<file path="config.mk">
export PLATFORM = sky130hd
export DESIGN_NAME = fifo_wr_arbiter_flat
export DESIGN_NICKNAME = d
export VERILOG_FILES = /design/src/rtl/fifo_wr_arbiter_if.sv /design/src/rtl/fifo_wr_arbiter.sv /design/src/flat_wrapper.sv
export SDC_FILE = /design/constraint.sdc
export NUM_CORES = 1
export LEC_CHECK = 0
export BUFFER_PORTS_ARGS = -buffer_cell sky130_fd_sc_hd__buf_2
export CAP_MARGIN = 20
export CORE_UTILIZATION = 39
export CTS_BUF_LIST = sky130_fd_sc_hd__clkbuf_8
export DETAILED_ROUTE_END_ITERATION = 8
export GPL_ROUTABILITY_DRIVEN = 0
export PLACE_DENSITY = 0.73
export RECOVER_POWER = 100
export SLEW_MARGIN = 10
export SYNTH_ARGS = -nofsm -noshare
export SYNTH_HDL_FRONTEND = slang
export SYNTH_SLANG_ARGS = --single-unit
</file>
<file path="constraint.sdc">
create_clock -name clk -period 1.3 [get_ports clk]
set_input_delay 0.26 -clock clk [delete_from_list [all_inputs] [get_ports clk]]
set_output_delay 0.26 -clock clk [all_outputs]
set_load 0.01 [all_outputs]
</file>
<file path="src/rtl/fifo_wr_arbiter_if.sv">
// Write-request bus shared by the requesters, the arbiter and the shared FIFO.
// A word on lane i transfers in a cycle where req[i] and ack[i] are both high.
// ack[i] is fifo_write steered to the owner, so a requester advances its lane only on ack.
interface fifo_wr_arbiter_if #(
    parameter int DATA_SIZE = 8,
    parameter int NUM_REQ   = 4
);
    logic [NUM_REQ-1:0]           req;
    logic [NUM_REQ*DATA_SIZE-1:0] req_data;
    logic [NUM_REQ-1:0]           req_last;
    logic                         fifo_full;
    logic [NUM_REQ-1:0]           grant;
    logic [NUM_REQ-1:0]           ack;
    logic                         fifo_write;
    logic [DATA_SIZE-1:0]         fifo_wdata;
    logic                         busy;

    modport master (
        output req, req_data, req_last, fifo_full,
        input  grant, ack, fifo_write, fifo_wdata, busy
    );

    modport slave (
        input  req, req_data, req_last, fifo_full,
        output grant, ack, fifo_write, fifo_wdata, busy
    );
endinterface

</file>
<file path="src/rtl/fifo_wr_arbiter.sv">
// Round-robin arbiter that lets one requester at a time burst words into a shared FIFO.
// Bursts end on req_last, on MAX_BURST accepted words, or when the owner drops req.
module fifo_wr_arbiter #(
    parameter int DATA_SIZE = 8,
    parameter int NUM_REQ   = 4,
    parameter int MAX_BURST = 8
) (
    input  logic             clk,
    input  logic             reset,
    fifo_wr_arbiter_if.slave bus,
    output logic             state_dbg
);
    localparam int IW = $clog2(NUM_REQ);
    localparam int CW = $clog2(MAX_BURST + 1);
    localparam logic [CW-1:0] LAST_COUNT = CW'(MAX_BURST - 1);

    typedef enum logic {
        IDLE  = 1'b0,
        BURST = 1'b1
    } state_t;

    state_t               state_q;
    logic [NUM_REQ-1:0]   grant_q;
    logic [IW-1:0]        owner_q;
    logic [IW-1:0]        last_owner_q;
    logic [CW-1:0]        count_q;

    logic                 lo_hit;
    logic                 hi_hit;
    logic [IW-1:0]        lo_idx;
    logic [IW-1:0]        hi_idx;
    logic [IW-1:0]        next_owner;
    logic                 owner_req;
    logic                 owner_last;
    logic [DATA_SIZE-1:0] owner_data;
    logic                 write_en;
    logic                 burst_done;

    // Round-robin pick: lowest requester above last_owner, else wrap to lowest overall.
    always_comb begin
        lo_hit = 1'b0;
        lo_idx = '0;
        hi_hit = 1'b0;
        hi_idx = '0;
        for (int i = NUM_REQ - 1; i >= 0; i--) begin
            if (bus.req[i]) begin
                lo_hit = 1'b1;
                lo_idx = IW'(i);
            end
            if (bus.req[i] && (IW'(i) > last_owner_q)) begin
                hi_hit = 1'b1;
                hi_idx = IW'(i);
            end
        end
        next_owner = hi_hit ? hi_idx : lo_idx;
    end

    // grant_q is zero in IDLE, so the owner lane collapses to zero there.
    always_comb begin
        owner_req  = |(bus.req & grant_q);
        owner_last = |(bus.req_last & grant_q);
        owner_data = '0;
        for (int i = 0; i < NUM_REQ; i++) begin
            owner_data = owner_data
                       | (bus.req_data[i*DATA_SIZE +: DATA_SIZE] & {DATA_SIZE{grant_q[i]}});
        end
    end

    assign write_en   = (state_q == BURST) && owner_req && !bus.fifo_full;
    assign burst_done = (state_q == BURST)
                     && (!owner_req || (write_en && (owner_last || (count_q == LAST_COUNT))));

    always_ff @(posedge clk or posedge reset) begin
        if (reset) begin
            state_q      <= IDLE;
            grant_q      <= '0;
            owner_q      <= '0;
            last_owner_q <= IW'(NUM_REQ - 1);
            count_q      <= '0;
        end else begin
            case (state_q)
                IDLE: begin
                    if (lo_hit) begin
                        state_q <= BURST;
                        grant_q <= NUM_REQ'(1) << next_owner;
                        owner_q <= next_owner;
                        count_q <= '0;
                    end
                end
                BURST: begin
                    // A full FIFO leaves everything frozen: no write, no count, no timeout.
                    if (burst_done) begin
                        state_q      <= IDLE;
                        grant_q      <= '0;
                        last_owner_q <= owner_q;
                        count_q      <= '0;
                    end else if (write_en) begin
                        count_q <= count_q + 1'b1;
                    end
                end
                default: begin
                    state_q <= IDLE;
                    grant_q <= '0;
                end
            endcase
        end
    end

    assign bus.grant      = grant_q;
    assign bus.fifo_write = write_en;
    assign bus.ack        = grant_q & {NUM_REQ{write_en}};
    assign bus.fifo_wdata = owner_data;
    assign bus.busy       = (state_q == BURST);
    assign state_dbg      = state_q;
endmodule

</file>
<file path="src/flat_wrapper.sv">
// flat-port wrapper written by rule: the top's interface ports become plain ports
module fifo_wr_arbiter_flat 
#(
    parameter int DATA_SIZE = 8,
    parameter int NUM_REQ   = 4,
    parameter int MAX_BURST = 8
)
  (clk, reset, state_dbg, bus_req, bus_req_data, bus_req_last, bus_fifo_full, bus_grant, bus_ack, bus_fifo_write, bus_fifo_wdata, bus_busy);
  fifo_wr_arbiter_if #(.DATA_SIZE(DATA_SIZE), .NUM_REQ(NUM_REQ)) bus_i ();
  input  logic clk;
  input  logic reset;
  output logic state_dbg;
  input wire logic [$bits(bus_i.req)-1:0] bus_req;
  input wire logic [$bits(bus_i.req_data)-1:0] bus_req_data;
  input wire logic [$bits(bus_i.req_last)-1:0] bus_req_last;
  input wire logic [$bits(bus_i.fifo_full)-1:0] bus_fifo_full;
  output wire logic [$bits(bus_i.grant)-1:0] bus_grant;
  output wire logic [$bits(bus_i.ack)-1:0] bus_ack;
  output wire logic [$bits(bus_i.fifo_write)-1:0] bus_fifo_write;
  output wire logic [$bits(bus_i.fifo_wdata)-1:0] bus_fifo_wdata;
  output wire logic [$bits(bus_i.busy)-1:0] bus_busy;
  assign bus_i.req = bus_req;
  assign bus_i.req_data = bus_req_data;
  assign bus_i.req_last = bus_req_last;
  assign bus_i.fifo_full = bus_fifo_full;
  assign bus_grant = bus_i.grant;
  assign bus_ack = bus_i.ack;
  assign bus_fifo_write = bus_i.fifo_write;
  assign bus_fifo_wdata = bus_i.fifo_wdata;
  assign bus_busy = bus_i.busy;
  fifo_wr_arbiter #(.DATA_SIZE(DATA_SIZE), .NUM_REQ(NUM_REQ), .MAX_BURST(MAX_BURST)) u_core (.clk(clk), .reset(reset), .bus(bus_i), .state_dbg(state_dbg));
endmodule
</file>
==> results of run 1 <==
state kept, by name, indices dropped and copies added, names as in the netlist:
name and cells:
u_core.owner_q 2, u_core.last_owner_q 2, u_core.count_q 4, u_core.bus.grant 4, u_core.bus.busy 1
Yosys cell counts (all sizes together):
cell	n	share of area (%)
a22oi	18	14
nand3b	3	2.3
o22ai	3	1.9
nand2	14	5.4
and2	4	2.6
dfrtp	11	28
nand3	2	1.0
nor3	1	0.51
o221ai	1	1.5
mux2i	2	2.0
a21oi	1	0.51
o2bb2ai	2	1.8
inv	6	2.3
a31oi	5	3.2
clkbuf	4	3.6
mux2	2	2.3
ha	1	1.3
nor2	4	1.5
a22o	5	4.8
dfstp	2	5.4
buf	2	1.3
o21ai	5	3.7
and3	2	1.3
or4	1	1.1
o211a	1	1.0
or2	1	0.64
a21o	1	0.89
o211ai	1	0.77
nor2b	1	0.64
nand2b	3	2.2
o21a	1	0.77
cell families (layout without fill, tap and decap cells):
logic type	count (synthesis)	count (layout)
buf+inv	12	98
fa+ha+maj	1	1
compound gates	44	44
flops	13	13
mux	4	4
simple gates	36	36
worst paths after layout:
path                                             to           startpoint  cells past startpoint  slack (ns)
worst max-delay path                     bus_ack[1]  u_core.bus.grant[0]                      4       -0.44
worst min-delay path              u_core.count_q[2]                reset                      2        0.03
worst max register to register  u_core.bus.grant[2]  u_core.bus.grant[0]                      5       -0.43
worst min register to register    u_core.owner_q[1]    u_core.owner_q[1]                      2        0.48
max in group asynchronous           u_core.bus.busy                reset                      2        0.91
min in group clk                    u_core.bus.busy        bus_fifo_full                      3        0.44
stage by stage:
| stage | power [mW] | cell area [um2] | setup slack (ns) | std cells |
|---|---|---|---|---|
| after global routing | 4.00 | 1740 | -0.475 | 224 |
| after floorplan | 1.99 | 1000 | -0.189 | 110 |
| after detailed placement | 2.72 | 1430 | -0.261 | 212 |
| after global placement | 2.65 | 1430 | -0.231 | 212 |
| after CTS | 3.41 | 1620 | -0.408 | 220 |
| final | 3.78 | 1740 | -0.435 | 224 |
power groups by stage:
stage	sequential (mW)	combinational (mW)	clock (mW)
after global routing	0.773	2.84	0.378
after global placement	0.732	1.92	0
final	0.761	2.66	0.359
after CTS	0.740	2.30	0.365
after detailed placement	0.744	1.97	0
after floorplan	0.767	1.23	0
layer usage:
metal / part of all wire (%) / up-vias / GRT usage, %
met5: 0 / - / 0
met4: 0.93 / 0 / 5.26
met3: 3.3 / 7 / 6.43
met2: 59 / 33 / 48.1
met1: 37 / 635 / 25.3
li1: - / 591 / -
what timing repair did:
item,in CTS,in global routing
resized for setup,24,13
pin swaps,8,6
hold buffers,0,0
setup endpoints to repair,24,25
buffers inserted,4,4
cloned,0,1
worst max-delay path: stages (launching register included):
cell,delay (ns)
dfrtp_1,0.40
a22o_4,0.29
o211a_4,0.28
and2_4,0.14
buf_6,0.11
final cells by class:
cell class,count,area share (%)
multi-input cells,85,42.0
repair buffers,88,33.0
clock buffers,3,2.38
inverters,6,1.30
well taps,28,2.02
flip-flops and latches,13,19.0
clock inverters,1,0.288
==> metrics.md, run 1 <==
| Metric | Value |
|---|---|
| Layout Skew | approximately 0.00074 ns |
| Least-Margin Pin Slew | 0.501 ns |
| ANT nets after route | 0 |
| Endpoints failing setup | 25 |
| Port Buffers | between 60 and 70 |
| Critical Path AT | ~1.5 ns |
| Most frequent cells in the layout | buf_2 (55), buf_4 (20), nand2_1 (14) |
| Share of power burned in registers | 20.1% |
| Failing checks | negative setup slack |
| YS warnings | 0 |
| Most common cell after layout, fill and taps aside | buf_2 |
| CP Launch Type | flop |
| Worst setup margin | -0.435 ns |
| Register area | roughly 330 um2 |
| Clock Power Share | under 10% |
| Initial antenna violation count | 0 |
| Fmax | 576 MHz |
| Initial core utilization | about 43% |
| Syn Nets | around 150 |
| Unrepaired setup endpoints after global routing | true |
| Total die area | 2720 um2 |
| Post-Synth XOR/XNOR Area | 0% |
| Die Ht | ~52 um |
| Rows | 17 |
| Vias | between 1,000 and 1,500 |
| Antenna cells | 0 |
| 1st-pass router iterations | 4 |
| Deepest clock path buffer count | 2 |
| Largest family of logic cells by synthesized area | compound AO/OA/AOI/OAI gates |
| Placeable Area | 2300 um2 |
| Post-synthesis mux area share | under 10% |
| CTS tree | done |
| Static Leak | between 0.8 and 0.9 nW |
| Yosys cell types | 37 |
| Max-slew headroom | 66.6% |
| Worst min path class | in2async |
| Synth Register Bits | 13 |
| Adder-Cell Fraction of Synth Area | 1.28% |
| Setup crit end kind | output pin |
| Final min period | between 1.5 and 2 ns |
| CTS clk-pin slew, worst paths | approximately 0.05 ns |
| Area fraction in compound gates after synthesis | between 30% and 40% |
| CP required | between 1 and 1.5 ns |
| Final Hold Viols | 0 |
| Simple-gate portion of the synthesized area | 19.1% |
| Switching share of power | 43.5% |
| Int Pwr | ~2.1 mW |
| # IOs | 62 |
| Final TNS setup | -8.41 ns |
| Crit Path Class | reg2out |
| Fin util | 75.5% |
| Die X | ~52 um |
| Filler cells | approximately 160 |
| Post-Syn Area | ~1000 um2 |
| Grt total ovfl | 0 |
| Max Cap Viol | 0 |
| Syn Area/Cell | between 8 and 9 um2 |
| Max Slew Vio Count | 0 |
| Clk root buf | clkbuf_8 |
| PwrDens | around 2200 nW/um2 |
| Register area share after synthesis | around a third |
| Synth-to-Final Area Change | 76.9% |
| Vias per std cell | around 5.7 |
| HPWL after DPL | between 2000 and 3000 um |
| WL/cell | between 15 and 20 um |
| Status | finished, violations left |
| Initial DRC count | 30 |
| Total GRT Usage | 24.4% |
| Syn Inst Count | 110 |
| CTS Buf Count | 3 |
| CP max FO | 6 |
| Period utilization | 133% |
| Largest net degree at the start of global routing | 14 |
| Peak supply drop | between 1.5 and 2 mV |
| Power share of the combinational group | roughly 70% |
| Hold_ws | 0.0301 ns |
| DRC Markers | 0 |
| First-pass GRT wire length | 4930 um |
| Layout Nets | around 240 |
| Vias in the first global route | about 1,200 |
| Later-pin clock latency in the skew report | approximately 0.24 ns |
| H-tree levels | 1 |
| Footprint of the multi-input gates | roughly 730 um2 |
| Share of cells above drive strength 1 | roughly 65% |
| Net Sw Power | between 1.5 and 2 mW |
| CTS Sinks | 13 |
| Routed WL | 3870 um |
Note: power is estimated with default switching activity, not from simulation.
==> inputs of run 2 (changes only) <==
--- a/config.mk
+++ b/config.mk
@@ -7,10 +7,12 @@
 export LEC_CHECK = 0
 export BUFFER_PORTS_ARGS = -buffer_cell sky130_fd_sc_hd__buf_2
 export CAP_MARGIN = 20
+export CORE_ASPECT_RATIO = 0.6
 export CORE_UTILIZATION = 39
 export CTS_BUF_LIST = sky130_fd_sc_hd__clkbuf_8
 export DETAILED_ROUTE_END_ITERATION = 8
 export GPL_ROUTABILITY_DRIVEN = 0
+export MAX_ROUTING_LAYER = met4
 export PLACE_DENSITY = 0.73
 export RECOVER_POWER = 100
 export SLEW_MARGIN = 10
==> run 2 against run 1 <==
Highest routed layer unchanged. Largest cell class unchanged. Die area rose by 0.25%. Non-clock buffer count rose by 1. Core utilization rose by 4.6 points. Global-route usage rose by 7.3 points. The flow still finishes with violations (negative setup slack). Critical path type unchanged. Sequential power rose by 0.8%. Final area rose by 4.5%. Flip-flop and latch count did not move.
==> metrics.md, run 2 (synthesized netlist as in run 1, its figures left out) <==
| Metric | Value |
|---|---|
| Filler cells | 125 (-20%) |
| Least-Margin Pin Slew | 0.527 ns (+0.0258 ns) |
| Final Hold Viols | 0 (unchanged) |
| Unrepaired setup endpoints after global routing | true |
| Initial antenna violation count | 0 (unchanged) |
| Synth-to-Final Area Change | 84.8% |
| Reg-to-Reg End | u_core.bus.grant[2] |
| DRC Markers | 0 (unchanged) |
| FF-to-FF path depth | 6 (+1) |
| CTS Hold Buffers Added | 0 (unchanged) |
| Max Slew Vio Count | 0 (unchanged) |
| CTS clk-pin slew, worst paths | 0.06 ns (about the same) |
| Vias in the first global route | 1,112 (-6.0%) |
| Post-DP Area | 1440 um2 (+0.17%) |
| Worst setup margin | -0.465 ns (-0.0302 ns) |
| HPWL after DPL | 2620 um (+4.4%) |
| Initial core utilization | 43.4% (+0.69 points) |
| Register area | 328 um2 (-0.38%) |
| Share of cells above drive strength 1 | 70.6% (+5.3 points) |
| Vias | 1,420 (+12%) |
| Most frequent cells in the layout | buf_2 (55), buf_4 (22), a22oi_2 (18) |
| CP max FO | 6 (unchanged) |
| 1st-pass router iterations | 5 (+1) |
| Total die area | 2730 um2 (+0.25%) |
| R2R Path Start | u_core.bus.grant[1] |
| Rows | 13 (-4) |
| ANT nets after route | 0 (unchanged) |
| H-tree levels | 1 (unchanged) |
| Grt total ovfl | 0 (unchanged) |
| Die Ht | 40.9 um (-22%) |
| CTS tree | done |
| Layout Cells excl Fill | 227 (+1.3%) |
| Critical Path AT | 1.51 ns (+0.03 ns) |
| Most common cell after layout, fill and taps aside | buf_2 |
| # IOs | 62 (unchanged) |
| CP required | 1.04 ns (about the same) |
| Later-pin clock latency in the skew report | 0.26 ns (+0.02 ns) |
| Clk root buf | clkbuf_8 |
| Total GRT Usage | 31.7% (+7.3 points) |
| Max Cap Viol | 0 (unchanged) |
| Port Buffers | 61 (unchanged) |
| Static Leak | 0.904 nW (+3.5%) |
| Status | finished, violations left |
| Vias per std cell | 6.26 (+11%) |
| Layout Skew | 0.00891 ns (+0.00817 ns) |
| Routed WL | 4980 um (+29%) |
| Crit Path Class | reg2out |
| Largest net degree at the start of global routing | 14 (unchanged) |
| Die X | 66.7 um (+28%) |
| Final TNS setup | -8.60 ns (-0.193 ns) |
| Failing checks | negative setup slack |
| First-pass GRT wire length | 5730 um (+16%) |
| Final min period | 1.77 ns (+0.0302 ns) |
| Setup crit end kind | output pin |
| CP Launch Type | flop |
| Antenna cells | 0 (unchanged) |
| CTS Buf Count | 3 (unchanged) |
| Worst min path class | in2async |
| WL/cell | 21.9 um (+27%) |
| R2R setup slack | -0.43 ns (about the same) |
| Placed cells | 214 (+0.94%) |
| Deepest clock path buffer count | 2 (unchanged) |
| Layout Nets | 242 (+0.41%) |
| Fmax | 566 MHz (-1.7%) |
| Footprint of the multi-input gates | 768 um2 (+5.3%) |
| CTS Sinks | 13 (unchanged) |
| Max-slew headroom | 64.9% (-1.7 points) |
| Period utilization | 136% (+2.3 points) |
| PwrDens | 2340 nW/um2 (+7.3%) |
| Placeable Area | 2260 um2 (-1.6%) |
| Final instance area | 1810 um2 (+4.5%) |
| Initial DRC count | 149 (+400%) |
| Peak supply drop | 1.33 mV (-15%) |
| Endpoints failing setup | 29 (+16%) |
-- run 2: cell types whose count changed in the layout (fill, tap and decap cells not counted), moves of 2 or more --
cell,delta
a22oi_1,-8
a22oi_2,+8
buf_4,+2
clkbuf_1,-2
mux2_2,-2
mux2_4,+2
-- run 2: through the flow --
step	setup slack, ns	utilization (%)	power (mW)	hold WS [ns]
final	-0.465	80.2	4.24	0.0280
after global routing	-0.490	80.2	4.44	0.0882
after CTS	-0.406	73.8	3.60	0.0464
after detailed placement	-0.257	63.5	2.79	0.317
after global placement	-0.244	63.5	2.75	0.307
after floorplan	-0.189	-	1.99	0.136
-- run 2: worst max-delay path by stage --
stage / start / endpoint / slack (ns) / cells past startpoint
finish: u_core.bus.grant[1] / bus_ack[1] / -0.47 / 4
global route: u_core.bus.grant[1] / bus_ack[3] / -0.49 / 4
CTS: u_core.bus.grant[0] / bus_ack[1] / -0.41 / 4
detailed placement: bus_req[2] / bus_ack[1] / -0.26 / 5
global placement: bus_req[2] / bus_ack[0] / -0.24 / 5
floorplan: u_core.bus.grant[2] / bus_ack[0] / -0.19 / 4
-- run 2: area by class of cell --
cell class,count,share of cell area (%)
multi-input cells,85,42.4
repair buffers,89,33.7
flip-flops and latches,13,18.1
clock buffers,3,2.28
well taps,30,2.07
inverters,6,1.24
clock inverters,1,0.276
-- run 2: worst max-delay path: stages (launching register included) --
cell	delay, ns
dfrtp_1	0.45
a22o_4	0.27
o211a_4	0.28
and2_4	0.14
buf_6	0.11
-- run 2: power by group --
part | internal [mW] | leakage (nW) | switching [mW]
Sequential | 0.579 | 0.166 | 0.187
Combinational | 1.53 | 0.712 | 1.56
Clock | 0.213 | 0.0255 | 0.168
Total | 2.32 | 0.904 | 1.91
-- run 2: layer usage --
metal | share of wire (%) | up-vias | track usage, %
met1 | 39 | 665 | 41.8
met3 | 11 | 32 | 10.6
met4 | 5.6 | 0 | 5.32
met5 | 0 | - | -
met2 | 45 | 129 | 48.2
li1 | - | 594 | -
-- run 2: repair_timing --
item | CTS | global route
endpoints found under the setup margin | 25 | 30
pin swaps | 6 | 8
resized for setup | 32 | 18
buffers inserted | 4 | 4
gates cloned | 0 | 1
